--- src/rtl/apb2axi_rdata_drain_arbiter.sv ---
`default_nettype none
// ============================================================================
// apb2axi_rdata_drain_arbiter : round-robin lock-and-drain arbiter sharing one
// APB read-data drain port among the per-TAG read-word streams.
// Revision 1.0
// ============================================================================
module apb2axi_rdata_drain_arbiter #(
   parameter int TAG_NUM    = 8,
   parameter int APB_DATA_W = 32,
   parameter int MAX_WORDS  = 64,
   localparam int TAG_W     = $clog2(TAG_NUM),
   localparam int CNT_W     = $clog2(MAX_WORDS + 1)
) (
   input  logic                          pclk,
   input  logic                          presetn,
   input  logic [TAG_NUM-1:0]            tag_en,
   input  logic [TAG_NUM-1:0]            rdf_reg_data_vld,
   input  logic [TAG_NUM*APB_DATA_W-1:0] rdf_reg_data_out,
   input  logic [TAG_NUM-1:0]            rdf_reg_data_last,
   output logic [TAG_NUM-1:0]            rdf_reg_data_rdy,
   output logic                          drn_vld,
   output logic [APB_DATA_W-1:0]         drn_data,
   output logic [TAG_W-1:0]              drn_tag,
   output logic                          drn_last,
   input  logic                          drn_rdy,
   output logic                          drn_done_vld,
   output logic [TAG_W-1:0]              drn_done_tag,
   output logic [CNT_W-1:0]              drn_done_words,
   output logic                          drn_done_err
);

   localparam logic [0:0]       c_IDLE      = 1'b0;
   localparam logic [0:0]       c_LOCK      = 1'b1;
   localparam logic [TAG_W:0]   c_TAG_NUM   = (TAG_W+1)'(TAG_NUM);
   localparam logic [CNT_W-1:0] c_MAX_WORDS = CNT_W'(MAX_WORDS);

   logic [0:0]            r_state;
   logic [TAG_W-1:0]      r_gnt;
   logic [TAG_W-1:0]      r_rr_ptr;
   logic [CNT_W-1:0]      r_word_cnt;
   logic                  r_done_vld;
   logic [TAG_W-1:0]      r_done_tag;
   logic [CNT_W-1:0]      r_done_words;
   logic                  r_done_err;

   logic [TAG_NUM-1:0]    w_elig;
   logic                  w_any;
   logic [TAG_W-1:0]      w_pick;
   logic [TAG_W:0]        w_cand;
   logic                  w_lock;
   logic                  w_hs;
   logic                  w_release;
   logic [CNT_W-1:0]      w_cnt_nxt;
   logic [APB_DATA_W-1:0] w_words [TAG_NUM];

   for (genvar g = 0; g < TAG_NUM; g++) begin : g_unpack
      assign w_words[g] = rdf_reg_data_out[g*APB_DATA_W +: APB_DATA_W];
   end

   assign w_elig = rdf_reg_data_vld & tag_en;

   // Search starts one past the last owner and wraps, so the last owner ranks lowest.
   always_comb begin
      w_any  = 1'b0;
      w_pick = '0;
      w_cand = '0;
      for (int i = 1; i <= TAG_NUM; i++) begin
         w_cand = {1'b0, r_rr_ptr} + (TAG_W+1)'(i);
         if (w_cand >= c_TAG_NUM) begin
            w_cand = w_cand - c_TAG_NUM;
         end
         if (!w_any && w_elig[w_cand[TAG_W-1:0]]) begin
            w_any  = 1'b1;
            w_pick = w_cand[TAG_W-1:0];
         end
      end
   end

   assign w_lock   = (r_state == c_LOCK);
   assign drn_vld  = w_lock && rdf_reg_data_vld[r_gnt];
   assign drn_data = w_lock ? w_words[r_gnt] : '0;
   assign drn_last = w_lock && rdf_reg_data_last[r_gnt];
   assign drn_tag  = w_lock ? r_gnt : '0;

   for (genvar g = 0; g < TAG_NUM; g++) begin : g_rdy
      assign rdf_reg_data_rdy[g] = w_lock && drn_rdy && (r_gnt == TAG_W'(g));
   end

   assign w_hs      = drn_vld && drn_rdy;
   assign w_cnt_nxt = r_word_cnt + CNT_W'(1);
   // A genuine last word wins over the watchdog when both land on the same handshake.
   assign w_release = w_hs && (drn_last || (w_cnt_nxt == c_MAX_WORDS));

   always_ff @(posedge pclk or negedge presetn) begin
      if (!presetn) begin
         r_state      <= c_IDLE;
         r_gnt        <= '0;
         r_rr_ptr     <= TAG_W'(TAG_NUM - 1);
         r_word_cnt   <= '0;
         r_done_vld   <= 1'b0;
         r_done_tag   <= '0;
         r_done_words <= '0;
         r_done_err   <= 1'b0;
      end else begin
         r_done_vld <= 1'b0;
         case (r_state)
            c_IDLE: begin
               if (w_any) begin
                  r_gnt      <= w_pick;
                  r_word_cnt <= '0;
                  r_state    <= c_LOCK;
               end
            end
            c_LOCK: begin
               if (w_hs) begin
                  r_word_cnt <= w_cnt_nxt;
               end
               if (w_release) begin
                  r_state      <= c_IDLE;
                  r_rr_ptr     <= r_gnt;
                  r_done_vld   <= 1'b1;
                  r_done_tag   <= r_gnt;
                  r_done_words <= w_cnt_nxt;
                  r_done_err   <= !drn_last;
               end
            end
            default: r_state <= c_IDLE;
         endcase
      end
   end

   assign drn_done_vld   = r_done_vld;
   assign drn_done_tag   = r_done_tag;
   assign drn_done_words = r_done_words;
   assign drn_done_err   = r_done_err;

endmodule
`default_nettype wire

--- config.mk ---
export PLATFORM = sky130hd
export DESIGN_NAME = apb2axi_rdata_drain_arbiter
export DESIGN_NICKNAME = d
export VERILOG_FILES = /design/src/rtl/apb2axi_rdata_drain_arbiter.sv
export SDC_FILE = /design/constraint.sdc
export NUM_CORES = 1
export LEC_CHECK = 0
export CORE_AREA = 4 4 131 133
export CTS_CLUSTER_SIZE = 16
export DETAILED_ROUTE_END_ITERATION = 8
export DIE_AREA = 0 0 135 137
export MAX_ROUTING_LAYER = met4
export PLACE_DENSITY = 0.71
export SLEW_MARGIN = 20
export SYNTH_ARGS = -nofsm -noshare
export SYNTH_HDL_FRONTEND = slang
export SYNTH_SLANG_ARGS = --single-unit
--- constraint.sdc ---
create_clock -name pclk -period 3.6 [get_ports pclk]
set_input_delay 0.72 -clock pclk [delete_from_list [all_inputs] [get_ports pclk]]
set_output_delay 0.72 -clock pclk [all_outputs]
set_load 0.05 [all_outputs]
# Word level (Yosys, flattened, before mapping)
# Index checks and enable logic that the tools add are counted.
# W data, S select, Z words.
[classes] addsub=17 n_lt_le_gt_ge=18 eq_ne=10 mux=57 bitwise_logic=3 n_reduce_logical=33
[op_table] op="$bmux W32 S3" count=1
[op_table] op="$mux W32" count=3
[op_table] op="$mux W3" count=17
[op_table] op="$ge A4 B4 Y1 const B" count=9
[op_table] op="$lt A3 B4 Y1 const B" count=9
[op_table] op="$bmux W1 S3" count=10
[op_table] op="$sub A3 B1 Y3 const B" count=8
[op_table] op="$mux W1" count=22
[op_table] op="$logic_and A1 B1 Y1" count=20
[op_table] op="$add A3 B3 Y4 const B" count=4
[op_table] op="$mux W7" count=2
[op_table] op="$pmux W7 S2" count=1
[op_table] op="$eq A3 B3 Y1 const B" count=4
[op_table] op="$add A3 B2 Y4 const B" count=2
[op_table] op="$and A8 B8 Y8" count=1
[op_table] op="$logic_not A1 Y1" count=8
[op_table] op="$add A7 B1 Y7 const B" count=1
[op_table] op="$eq A7 B7 Y1 const B" count=1
[op_table] op="$eq A3 B2 Y1 const B" count=2
[op_table] op="$reduce_and A2 Y1" count=3
[op_table] op="$add A3 B1 Y4 const B" count=1
[op_table] op="$add A3 B4 Y4 const B" count=1
[op_table] op="$not A3 Y4" count=1
[op_table] op="$eq A3 B1 Y1 const B" count=1
[op_table] op="6 further kinds" count=6
[word_totals] reg_bits=26 output_inout_bits=57 wordCells=146

# Depth between registers and ports, before layout
[depth] depth_word=29 mapped_depth=10 ltp_nobuf=9

# Worst setup path before layout
# Ideal clock, no wire load.
[synth_timing] kind="register -> output" from="register r_gnt[0]" to="output drn_data[0]" arrival_time_ns=2.506 required_time_ns=2.880 path_slack_ns=0.374 stages_incl_launch_ff=7 path_cell_list="dfrtp_1 clkbuf_1 clkbuf_1 buf_1 mux4_2 mux2i_1 nor2_1"
[synth_between] elab_chain_cells=5
[synth_rtl] element="from (decl)" line="38" source="logic [TAG_W-1:0] r_gnt;"
[synth_rtl] element="from (signal assigned)" line="109" source="r_gnt <= w_pick;"
[synth_rtl] element="$not A3 Y4 (not written as such)" line="81" source="assign drn_data = w_lock ? w_words[r_gnt] : '0;"
[synth_rtl] element="$bmux W32 S3" line="81"
[synth_rtl] element="$mux W32 (not written as such) (2 in series)" line="81"
[synth_rtl] element="$mux W32" line="81"
[synth_rtl] element="to (decl)" line="22" source="output logic [APB_DATA_W-1:0] drn_data,"
# Every way passes these cells. The select of a mux whose other input is x is not followed.

# Final worst setup path
[layout_timing] from="register r_gnt[0]" to="output drn_data[20]"
# Same word-level chain as after synthesis.

==> summary.txt <==
Synthesis
  – Simple-Gate Fraction of Synth Area: 0.1388
  – Cells after synthesis: roughly 400
  – Adder-Cell Fraction of Synth Area: 0.008899
  – Yosys reg bits: 26
  – Synth Flop Type: dfrtp_1
  – Mapped Nets: 681
  – Post-synth EDFFs: 0
  – Top cells by area, synth: mux4_2 (42%), dfrtp_1 (14%), mux2i_1 (9.3%)
  – Netlist cell types: 48
  – Post-Syn Area: about 4200 µm²
  – Syn avg cell area: ~11 µm²
  – XOR/XNOR Fraction of Synth Area: 0.02017
  – Mux cell area share after synthesis: 0.5411
  – Complex-gate fraction of the synthesized area: 0.09315
  – FFs w/ async S/R, synth: 1.000
  – Sequential area share after synthesis: 0.1551
  – Ys Warns: 0
  – Largest family of logic cells by synthesized area: multiplexers
  – Dominant cell type by area after synthesis: mux4_2
  – Top-area cell type share of the netlist area: 0.4165

STA
  – Fin. Hold Viols: 0
  – Final Max Slew Viols: 0
  – Final setup fails: 0
  – Worst setup margin: about 170 ps
  – Fin crit period: around 3400 ps
  – RSZ-0062 raised after global routing: no
  – Relative slew slack: 0.4575
  – Final period utilization: 0.9534
  – Setup TNS: 0 ps
  – Max Fclk: between 0.2 and 0.3 GHz
  – Hold WS: around 500 ps
  – Setup Skew: ~4.1 ps
  – Slew at the pin closest to its max-slew limit: 812.6 ps

Place
  – Final GP Congestion: roughly 0.98
  – Pre-CTS setup slack: 168.5 ps
  – DP HPWL: approximately 19 mm
  – Placed Instances: between 900 and 1000
  – Port Buffer Count: approximately 340

Critical path
  – R2R Setup Slk: between 300 and 400 ps
  – CP max FO: 13
  – Crit Path Class: reg2out
  – RR Endpoint: drn_done_words[1]$_DFFE_PN0P_
  – Worst path slowest cell: clkdlybuf4s50_1
  – Critical Path Stages: 5
  – Reg2Reg Launch Point: r_gnt[1]$_DFFE_PN0P_
  – Type of origin of the critical path: flop
  – Worst-path cell chain: buf_4 > mux4_2 > mux2i_1 > nor2_1 > clkdlybuf4s50_1
  – FF-to-FF path depth: 8
  – Max incr delay on CP: 740 ps
  – Worst path arrival time: between 2000 and 3000 ps
  – CP top delay family: buffers and inverters
  – Bufs and invs on worst path: 2
  – Crit path from: r_gnt[0]$_DFFE_PN0P_
  – Critical Path Sink: drn_data[20]
  – Setup crit end kind: primary output
  – Worst EP required: 2880 ps

Clocking
  – CTS tree: yes
  – Root buffer cell: clkbuf_16
  – TritonCTS buffer count: 3
  – CTS max path bufs: 2
  – H-tree levels: 1
  – Post-CTS Hold Fix Bufs: 0
  – Clk pin slew, worst setup/hold paths: 70 ps
  – Clock tree sinks: 26
  – Post-CTS Resized: 0
  – Clock latency on the worst-skew pair: approximately 260 ps

Floorplan
  – Core footprint: 15830 µm²
  – Die Y: roughly 140 µm
  – Io pins: 340
  – Width of the die: 135 µm
  – Number of core rows: between 40 and 50
  – Initial core utilization: 0.2665
  – DIE AREA: roughly 18000 µm²

Final layout
  – Non-Filler Instances: between 900 and 1000
  – Area Overhead vs Synth: 90.57%
  – Fillers: 1396
  – Final net count: approximately 1000
  – Layout cell share with drive strength beyond 1: 0.1967

Global route
  – Pin count of the biggest net entering global routing: 38
  – Vias in the first global route: approximately 5300
  – All-Layer GR Usage: 0.2354
  – Antenna violations before repair: 4
  – First-pass GRT wire length: about 32 mm
  – Grt ovf: 0

Power and ir drop
  – P per Cell Area: 833.9 nW/µm²
  – Worst VDD drop: between 0.0009 and 0.001 V
  – Leakage power: about 3 nW
  – Total chip power: 6.703 mW

Worst hold path
  – Hold/Removal Path Class: reg2reg

Routing
  – Via/cell ratio: between 5 and 6
  – Drt drc: 0
  – 1st-iter DRT viols: 470
  – Post-route ant nets: 0
  – Final WL: 22.22 mm
  – DRT Pass-1 Iters: 5
  – Wire per inst: between 20 and 25 µm
  – Vias: 4948

Run
  – Max-cap violation count: 0

Status
  – Outcome: complete, no violations
report_power, final:
part | leakage (nW) | internal (mW) | switching [mW]
clock network | 0.0511 | 0.221 | 0.102
logic | 2.63 | 2.48 | 3.16
registers | 0.321 | 0.423 | 0.315
layout make-up:
| class | instances | area, µm² | share of cell area |
|---|---|---|---|
| clock inverters | 1 | 30.03 | 0.003736 |
| well taps | 216 | 270.3 | 0.03362 |
| clock buffers | 3 | 75.07 | 0.009340 |
| diodes | 4 | 10.01 | 0.001245 |
| inverters | 8 | 30.03 | 0.003736 |
| multi-input cells | 325 | 3383 | 0.4209 |
| flip-flops and latches | 26 | 663.1 | 0.08250 |
| repair buffers | 359 | 3576 | 0.4449 |
logic make-up (layout without fill, tap and decap cells):
logic type,Yosys count,after routing
muxes,129,129
xor gates and xnor gates,8,8
and+or+nand+nor,130,130
DFF,26,26
adders and majority gates,3,3
buffers and inverters,44,371
AOI/OAI and AO/OA,55,55
other,0,4
cells in the mapped netlist, drive strengths merged (2+ instances only):
master and number:
or2 3, nor3 6, o21a 3, clkbuf 20, a221o 2, a21oi 5, nor4 2, a31oi 4
nor2 56, a221oi 2, dfrtp 23, mux2i 39, buf 16, xnor2 4, mux2 12, and2 11
or3 2, a21boi 4, o21ai 16, dfstp 3, xor2 4, mux4 78, a2bb2oi 3, inv 7
o221ai 2, o211ai 7, nand2b 2, nand2 29, ha 3, o2bb2ai 4, nand3 15
routing by layer:
| layer | vias up | share of wire | global-route usage |
|---|---|---|---|
| li1 | 2217 | - | - |
| met4 | 0 | 0.026 | 0.06159 |
| met3 | 33 | 0.071 | 0.04669 |
| met1 | 2452 | 0.39 | 0.2876 |
| met2 | 246 | 0.51 | 0.4016 |
| met5 | - | 0 | - |
worst min path at each step:
stage | slack [ps] | to | depth (start not counted) | from
CTS | 500 | drn_done_words[6]$_DFFE_PN0P_ | 1 | drn_done_words[6]$_DFFE_PN0P_
global route | 520 | drn_done_tag[1]$_DFFE_PN0P_ | 1 | drn_done_tag[1]$_DFFE_PN0P_
global placement | 480 | drn_done_words[6]$_DFFE_PN0P_ | 1 | drn_done_words[6]$_DFFE_PN0P_
detailed placement | 480 | drn_done_words[6]$_DFFE_PN0P_ | 1 | drn_done_words[6]$_DFFE_PN0P_
finish | 500 | drn_done_words[6]$_DFFE_PN0P_ | 1 | drn_done_words[6]$_DFFE_PN0P_
floorplan | 420 | drn_done_err$_DFFE_PN0P_ | 0 | presetn
sequential cells by signal, indices dropped and copies added, names as in the netlist:
signal          count
drn_done_words      7
r_word_cnt          7
drn_done_tag        3
r_gnt               3
r_rr_ptr            3
drn_done_err        1
drn_done_vld        1
r_state             1
layout by cell type (no fill, tap or decap), types with 4 or more instances in the layout:
| cell | netlist | layout |
|---|---|---|
| clkdlybuf4s50_1 | 0 | 329 |
| mux4_2 | 78 | 78 |
| nor2_1 | 56 | 56 |
| mux2i_1 | 39 | 39 |
| nand2_1 | 28 | 28 |
| buf_4 | 1 | 26 |
| dfrtp_1 | 23 | 20 |
| nand3_1 | 15 | 15 |
| o21ai_0 | 15 | 15 |
| mux2_2 | 12 | 12 |
| and2_1 | 11 | 11 |
| o211ai_1 | 7 | 7 |
| nor3_1 | 6 | 6 |
| a21oi_1 | 5 | 5 |
| diode_2 | 0 | 4 |
| inv_2 | 4 | 4 |
| o2bb2ai_1 | 4 | 4 |
| a21boi_0 | 4 | 4 |
| a31oi_1 | 4 | 4 |
repair_timing:
action,in CTS,in global routing
cloned,0,0
setup endpoints to repair,1,21
pin swaps,0,0
buffers inserted,1,1
stage by stage:
step / instance area (µm²) / utilization
2_1_floorplan: 4218 / -
3_3_place_gp: 7875 / 0.4975
3_5_place_dp: 7875 / 0.4975
4_1_cts: 8000 / 0.5055
5_1_grt: 8038 / 0.5078
6_report: 8038 / 0.5078
Power figures use the tool's default switching activity.
